===== src/rtl/ntt_core_wmm_unfold_pcg_tail_outbuf.sv =====
// Tail output buffer: register FIFO turning CLBU avail beats into per-lane vld/rdy.
// Define NTT_TAIL_OUTBUF_OUT_REG_EN to add a 2-entry flop skid stage at the outputs.
module ntt_core_wmm_unfold_pcg_tail_outbuf #(
    parameter int OP_W      = 32,
    parameter int R         = 2,
    parameter int PSI       = 4,
    parameter int DEPTH     = 16,
    parameter int AF_MARGIN = 4,
    parameter int BPBS_ID_W = 8
) (
    input  logic                            clk,
    input  logic                            s_rst,
    input  logic [PSI-1:0][R-1:0][OP_W-1:0] clbu_tail_data,
    input  logic [PSI-1:0]                  clbu_tail_data_avail,
    input  logic                            clbu_tail_sob,
    input  logic                            clbu_tail_eob,
    input  logic                            clbu_tail_sol,
    input  logic                            clbu_tail_eol,
    input  logic [BPBS_ID_W-1:0]            clbu_tail_pbs_id,
    input  logic                            clbu_tail_ntt_bwd,
    input  logic                            clbu_tail_ctrl_avail,
    output logic [PSI-1:0][R-1:0][OP_W-1:0] ntt_acc_data,
    output logic [PSI-1:0][R-1:0]           ntt_acc_data_vld,
    input  logic [PSI-1:0][R-1:0]           ntt_acc_data_rdy,
    output logic                            ntt_acc_sob,
    output logic                            ntt_acc_eob,
    output logic                            ntt_acc_sol,
    output logic                            ntt_acc_eol,
    output logic [BPBS_ID_W-1:0]            ntt_acc_pbs_id,
    output logic                            ntt_acc_ntt_bwd,
    output logic                            ntt_acc_ctrl_vld,
    input  logic                            ntt_acc_ctrl_rdy,
    output logic                            tail_almost_full,
    output logic                            tail_ovf_err
);
    localparam int AW = $clog2(DEPTH);
    localparam int OW = AW + 2;

    typedef struct packed {
        logic [PSI-1:0][R-1:0][OP_W-1:0] data;
        logic                            sob;
        logic                            eob;
        logic                            sol;
        logic                            eol;
        logic [BPBS_ID_W-1:0]            pbs_id;
        logic                            ntt_bwd;
    } entry_t;

    entry_t                  mem [DEPTH];
    entry_t                  in_e;
    entry_t                  head;
    entry_t                  out_e;
    logic [AW:0]             wptr;
    logic [AW:0]             rptr;
    logic [AW:0]             fcnt;
    logic [OW-1:0]           occ;
    logic [OW-1:0]           occ_nxt;
    logic                    push;
    logic                    wr_en;
    logic                    f_rd;
    logic                    f_empty;
    logic                    f_full;
    logic                    full;
    logic                    out_empty;
    logic                    pop;
    logic [PSI-1:0][R-1:0]   sent;
    logic [PSI-1:0][R-1:0]   fire;
    logic                    ctrl_sent;
    logic                    ctrl_fire;

    assign in_e = '{data: clbu_tail_data, sob: clbu_tail_sob,
                    eob: clbu_tail_eob, sol: clbu_tail_sol,
                    eol: clbu_tail_eol, pbs_id: clbu_tail_pbs_id,
                    ntt_bwd: clbu_tail_ntt_bwd};

    assign push    = clbu_tail_ctrl_avail;
    assign f_empty = (wptr == rptr);
    assign f_full  = (wptr[AW] != rptr[AW]) && (wptr[AW-1:0] == rptr[AW-1:0]);
    assign fcnt    = wptr - rptr;
    assign head    = f_empty ? '0 : mem[rptr[AW-1:0]];
    // A push into a full buffer is kept only if the head leaves in the same cycle
    assign wr_en   = push && (!full || pop);
    assign occ_nxt = occ + OW'(wr_en) - OW'(pop);

`ifdef NTT_TAIL_OUTBUF_OUT_REG_EN
    entry_t     sk0;
    entry_t     sk1;
    logic [1:0] sk_cnt;

    assign f_rd      = !f_empty && (sk_cnt != 2'd2 || pop);
    assign out_empty = (sk_cnt == 2'd0);
    assign out_e     = sk0;
    assign occ       = {1'b0, fcnt} + OW'(sk_cnt);
    assign full      = (occ >= OW'(DEPTH));

    always_ff @(posedge clk) begin
        if (s_rst) begin
            sk0    <= '0;
            sk1    <= '0;
            sk_cnt <= 2'd0;
        end else begin
            unique case ({pop, f_rd})
                2'b01: begin
                    if (sk_cnt == 2'd0) sk0 <= head;
                    else                sk1 <= head;
                    sk_cnt <= sk_cnt + 2'd1;
                end
                2'b10: begin
                    sk0    <= (sk_cnt == 2'd2) ? sk1 : '0;
                    sk1    <= '0;
                    sk_cnt <= sk_cnt - 2'd1;
                end
                2'b11: begin
                    if (sk_cnt == 2'd2) begin
                        sk0 <= sk1;
                        sk1 <= head;
                    end else begin
                        sk0 <= head;
                    end
                end
                default: ;
            endcase
        end
    end
`else
    assign f_rd      = pop;
    assign out_empty = f_empty;
    assign out_e     = head;
    assign occ       = {1'b0, fcnt};
    assign full      = f_full;
`endif

    assign ntt_acc_data     = out_e.data;
    assign ntt_acc_sob      = out_e.sob;
    assign ntt_acc_eob      = out_e.eob;
    assign ntt_acc_sol      = out_e.sol;
    assign ntt_acc_eol      = out_e.eol;
    assign ntt_acc_pbs_id   = out_e.pbs_id;
    assign ntt_acc_ntt_bwd  = out_e.ntt_bwd;
    assign ntt_acc_data_vld = out_empty ? '0 : ~sent;
    assign ntt_acc_ctrl_vld = !out_empty && !ctrl_sent;

    assign fire      = ntt_acc_data_vld & ntt_acc_data_rdy;
    assign ctrl_fire = ntt_acc_ctrl_vld && ntt_acc_ctrl_rdy;
    assign pop       = !out_empty && (&(sent | fire)) && (ctrl_sent || ctrl_fire);

    always_ff @(posedge clk) begin
        if (wr_en) mem[wptr[AW-1:0]] <= in_e;
    end

    always_ff @(posedge clk) begin
        if (s_rst) begin
            wptr             <= '0;
            rptr             <= '0;
            sent             <= '0;
            ctrl_sent        <= 1'b0;
            tail_almost_full <= 1'b0;
            tail_ovf_err     <= 1'b0;
        end else begin
            if (wr_en) wptr <= wptr + 1'b1;
            if (f_rd)  rptr <= rptr + 1'b1;
            if (pop) begin
                sent      <= '0;
                ctrl_sent <= 1'b0;
            end else begin
                sent      <= sent | fire;
                ctrl_sent <= ctrl_sent || ctrl_fire;
            end
            if (push && !wr_en) tail_ovf_err <= 1'b1;
            tail_almost_full <= (occ_nxt >= OW'(DEPTH - AF_MARGIN));
        end
    end

    a_avail_match: assert property (@(posedge clk) disable iff (s_rst)
        clbu_tail_data_avail == {PSI{clbu_tail_ctrl_avail}});

endmodule

===== config.mk =====
export PLATFORM = sky130hd
export DESIGN_NAME = ntt_core_wmm_unfold_pcg_tail_outbuf
export DESIGN_NICKNAME = d
export VERILOG_FILES = /design/src/rtl/ntt_core_wmm_unfold_pcg_tail_outbuf.sv
export SDC_FILE = /design/constraint.sdc
export NUM_CORES = 2
export LEC_CHECK = 0
export BUFFER_PORTS_ARGS = -buffer_cell sky130_fd_sc_hd__buf_2
export CORE_MARGIN = 5
export CORE_UTILIZATION = 61
export CTS_CLUSTER_DIAMETER = 40
export DETAILED_ROUTE_END_ITERATION = 10
export GPL_TIMING_DRIVEN = 0
export PLACE_DENSITY = 0.75
export SYNTH_ARGS = -nofsm -noshare
export SYNTH_HDL_FRONTEND = slang
export SYNTH_MEMORY_MAX_BITS = 65536
export SYNTH_SLANG_ARGS = --single-unit

===== constraint.sdc =====
create_clock -name clk -period 62.8 [get_ports clk]
set_input_delay 6.28 -clock clk [delete_from_list [all_inputs] [get_ports clk]]
set_output_delay 6.28 -clock clk [all_outputs]
set_load 0.03 [all_outputs]

# Yosys cells after proc, flatten, opt, wreduce, memory -nomap -nowiden
# Memory sizes are Yosys's and may differ from the RTL's. A register that Yosys moved wholly into a read port is not among the register bits.
# Index checks and enable logic that the tools add are counted.
classes:
  addsub: 5
  magnitude_cmp: 1
  n_eq_ne: 3
  muxes: 6
  bitwise: 3
  reduce_logical: 15
ops:
  columns: ["op", "count"]
  rows:
  - ["269-bit two-way mux", 1]
  - ["5-bit by 1-bit adder with 5-bit output, second input constant", 2]
  - ["8-bit AND", 1]
  - ["4-bit two-way mux", 2]
  - ["8-bit two-way mux", 1]
  - ["8-bit NOT", 1]
  - ["8-bit OR", 1]
  - ["8-bit AND reduction", 1]
  - ["1-bit logical AND", 7]
  - ["5-bit by 1-bit adder with 6-bit output", 1]
  - ["6-bit by 4-bit >= comparator with 1-bit output, second input constant", 1]
  - ["6-bit by 1-bit subtractor with 6-bit output", 1]
  - ["5-bit == test", 1]
  - ["5-bit subtractor", 1]
  - ["4-bit == test", 1]
  - ["1-bit logical NOT", 4]
  - ["1-bit logical OR", 2]
  - ["1-bit two-way mux", 2]
  - ["2-bit OR reduction", 1]
  - ["1-bit != test", 1]
word_totals:
  regBits: 21
  ram_bits: 4304
  input_bits: 285
  elab_cells: 43
  n_memories: 1
memory_table:
  columns: ["memory", "depth", "width", "read_ports", "rd_ports_with_merged_regs", "wr", "line", "text"]
  rows:
  - ["mem", 16, 269, 1, 1, 1, "49", "entry_t mem [DEPTH];"]

# Logic depth before layout (Yosys ltp)
logic_depth:
  ltp_word: 12
  mapped_depth: 15
  depth_no_buf: 14

# Worst setup path before layout
# No wires, ideal clock.
synth_timing:
  kind: "input -> register"
  from: "in ntt_acc_data_rdy[6] in the netlist's numbering"
  to: "mem mem[0][0] in the netlist's numbering (enable)"
  setup_ns: 1.556
  arrival_time_ns: 32.141
  required_ns: 61.244
  setup_slack_ns: 29.103
  stages: 6
  path_cell_list: "nor2_1 > a211oi_2 > a211oi_2 > or2_1 > buf_2 > nor4_1"
synth_between:
  elab_chain_len: 9
synth_rtl:
  columns: ["element", "line", "text"]
  rows:
  - ["from (decl)", "24", "input logic [PSI-1:0][R-1:0] ntt_acc_data_rdy,"]
  - ["8-bit AND", "143", "assign fire = ntt_acc_data_vld & ntt_acc_data_rdy;"]
  - ["8-bit OR", "145", "assign pop = !out_empty && (&(sent | fire)) && (ctrl_sent || ctrl_fire);"]
  - ["8-bit AND reduction", "145", null]
  - ["1-bit logical AND (2 in series)", "145", null]
  - ["1-bit logical OR", "82", "assign wr_en = push && (!full || pop);"]
  - ["1-bit logical AND", "82", null]
  - ["1-bit two-way mux", "148", "if (wr_en) mem[wptr[AW-1:0]] <= in_e;"]
  - ["1-bit two-way mux (implied by the code)", "148", null]
  - ["to (decl)", "49", null]
# No other way between the ends.

==> flow_summary.yaml <==
outcome:
  status: "finished, final reports clean"
logic_synthesis:
  async_reset_ff_share_pct: 0
  synth-edff-count: 4304
  syn_area_mm2: 0.165
  syn_nets: 6744
  syn_inst: 6443
  ys_ff_latch: 4329
  ys_seq_area_share_pct: 78.8
  ys.flop_type: "edfxtp_1"
  avgSynthCellArea_um2: 25.6
  synthDistinctLibCells: 45
  yosysWarnings: 0
routing:
  post_drt_wl_per_cell_um: 35.6
  totalWireLength_um: 437000
  via_per_inst: 6.68
  vias: 81965
  drt_iter0_drc: 11804
  drc: 0
  ant_nets: 0
  drt_pass1_iterations: 6
final_layout:
  multiInputGateArea_mm2: 0.0331
  post-route-cell-area_mm2: 0.197
  layout.area.seq_mm2: 0.130
  layout-drive-gt1-share_pct: 41.2
  num-fill-cells: 14178
  nets: 8509
  area_delta_synth_final_pct: 19.4
clock_network:
  cts_setup_buffers: 0
  htree_num_levels: 6
  clock-sinks: 4329
  cts-resized-gates: 0
  insertion_delay_ns: 1.01
  cts_buffers: 520
  ctsHoldBuffers: 0
  path_clk_slew_ns: 0.06
  ctsLongestPathBuffers: 4
  cts_tree: "built"
  cts_root_buffer: "clkbuf_16"
sta:
  holdWs_ns: 0.503
  fin_ws_ns: 51.32
  finalHoldViolations: 0
  fin_crit_sh_pct: 18.3
  maxSlewViolCount: 0
  tightest_slew_ns: 1.47
  fin_crit_ns: 11.48
  finalSetupViolCount: 0
  rsz0062_at_grt: "no"
  max_slew_margin_pct: 1.73
  fmax_ghz: 0.0871
  clock_skew_ns: 0.0573
critical_path:
  path_delay_family: "buffers and inverters"
  worst-setup-path-type: "register to primary output"
  cp.required_ns: 56.52
  end_kind: "primary output"
  cpMaxStageDelayCell: "clkbuf_1"
  slowest_delay_ns: 0.82
  reg2reg_setup_slack_ns: 57.46
  r2r_cells: 17
  critPathBufInv: 5
  setup.worst_path.start_class: "register"
  r2r-end: "mem[10][215]"
  cp_cell_sequence: "clkbuf_1 -> buf_2 -> clkbuf_2 -> clkbuf_1 -> mux4_2 -> mux4_2 -> and2_1 -> buf_2"
  critPathArrivalTime_ns: 5.20
  cp_max_fo: 10
  timing.rr.start: "wptr[0]"
floorplanning:
  core.rowCount: 190
  fp.dieH_um: 529
  initial_core_util_pct: 61.3
  coreArea_mm2: 0.268
  io_pins: 565
  dieWidth_um: 529
  dieArea_mm2: 0.280
grt:
  grtUsageTotal_pct: 31.4
  grt_pass1_vias: 84579
  gr-total-overflow: 0
  grt_start_max_net_pins: 17
  grt_pass1_wl_um: 621000
  antenna_found_initial: 148
hold_path:
  holdPathEnd: "sent[0]"
  min-delay-start: "sent[0]"
  whs_path_depth: 2
  hold_path.class: "register to register"
job:
  drv_cap: 0
power_and_ir_drop:
  p_leak_uw: 0.0629
  power_density_mw_per_mm2: 32.9
  power_uw: 6480
  vdd_drop_max_v: 0.0000333
placement:
  place_ws_ns: 52.22
  portBuffers: 558
  place_area_mm2: 0.179
  dp.final_hpwl_um: 276000
  gp_congestion: 0.754
-- cells by family (layout without fill, tap and decap cells) --
group | Yosys count | in the layout | share of synthesized area (%)
AO/OA/AOI/OAI | 46 | 46 | 0.183
multiplexers | 1349 | 1349 | 18.4
flip-flops | 4329 | 4329 | 78.8
buffers and inverters | 352 | 2528 | 1.15
other | 0 | 94 | 0
XOR/XNOR | 8 | 8 | 0.0426
AND/OR/NAND/NOR | 343 | 343 | 1.25
adder cells (fa/ha/maj) | 16 | 16 | 0.131
-- metrics by stage --
stage	std cells	TNS [ns]	utilization, %
floorplan	6443	0	-
global placement	10553	-6322.62	64.0
detailed placement	11238	0	66.7
CTS	12171	0	73.2
global route	12209	0	73.2
finish	12265	0	73.2
-- synth_stat cells, types with 4 or more instances --
cell type / number / share of area [%]
nor3_1: 11 / 0.033
nor2_1: 29 / 0.066
dfxtp_1: 25 / 0.30
mux4_2: 1345 / 18
inv_1: 13 / 0.030
xor2_1: 4 / 0.021
nor4_1: 4 / 0.015
nand2b_1: 6 / 0.023
clkbuf_1: 185 / 0.42
and2_1: 269 / 1.0
buf_1: 28 / 0.064
a21oi_1: 19 / 0.058
nand2_1: 6 / 0.014
edfxtp_1: 4304 / 79
buf_6: 64 / 0.44
o21ai_1: 4 / 0.012
xnor2_1: 4 / 0.021
a21o_1: 5 / 0.023
buf_4: 8 / 0.036
buf_2: 54 / 0.16
ha_1: 14 / 0.11
-- cells in the final DEF, fill, tap and decap left out, drive strengths merged, types with 2 or more instances in the layout --
master | netlist | routed
xnor2 | 4 | 4
o21ai | 7 | 7
mux2i | 2 | 2
diode | 0 | 94
ha | 14 | 14
nand4 | 2 | 2
xor2 | 4 | 4
fa | 2 | 2
a21o | 5 | 5
or4 | 3 | 3
edfxtp | 4304 | 4304
nand2b | 6 | 6
a211oi | 3 | 3
mux2 | 2 | 2
nand2 | 6 | 6
clkinv | 0 | 174
buf | 154 | 1397
nor2b | 3 | 3
mux4 | 1345 | 1345
or3 | 3 | 3
clkinvlp | 0 | 46
o22ai | 3 | 3
inv | 13 | 73
clkbuf | 185 | 779
or2 | 2 | 2
nor2 | 29 | 29
nor3 | 11 | 11
bufinv | 0 | 59
a21oi | 19 | 19
nand3 | 2 | 2
nor4 | 5 | 5
dfxtp | 25 | 25
and2 | 269 | 269
o31ai | 2 | 2
-- sequential cells by signal (all words and copies together) (netlist names), named ones only --
name,flops
ctrl_sent,1
rptr,5
tail_almost_full,1
wptr,5
tail_ovf_err,1
sent,8
mem,4304
-- routing by layer --
layer	track usage (%)	part of all wire, %	up-vias
met1	41.7	34	43445
met3	8.37	12	986
met4	12.6	4.4	70
met2	50.7	50	5692
met5	0	0.099	-
li1	-	-	31772
-- worst max-delay path by stage --
stage                                  end  cells after the start
after floorplan                  mem[0][0]                      6
after global placement         mem[0][149]                      7
after detailed placement       mem[8][156]                     17
after CTS                 ntt_acc_data[75]                      7
after global routing      ntt_acc_data[70]                      8
final                     ntt_acc_data[70]                      8
-- worst min-delay path, delay by kind of cell (launching register included) --
kind	cells	cell delay [ns]
DFF	1	0.35
and+or+nand+nor	1	0.07
AOI/OAI and AO/OA	1	0.05
-- power by group --
part           switching (uW)  internal (uW)  total, uW  leakage, uW
combinational             164           72.2        236       0.0154
sequential               8.82           3210       3220       0.0391
clock                    1220           1800       3020      0.00837
-- final cells by class --
cell class                 instances  share of cell area (%)
antenna                           94                   0.120
buffer                           339                   0.950
clock buffer                     594                    6.83
clock inverter                   339                    2.00
inverter                          13                  0.0248
multi-input combinational       1762                    16.8
sequential                      4329                    66.0
tap                             3552                    2.26
timing repair buffer            1243                    4.99
(Power assumes the default switching activity.)
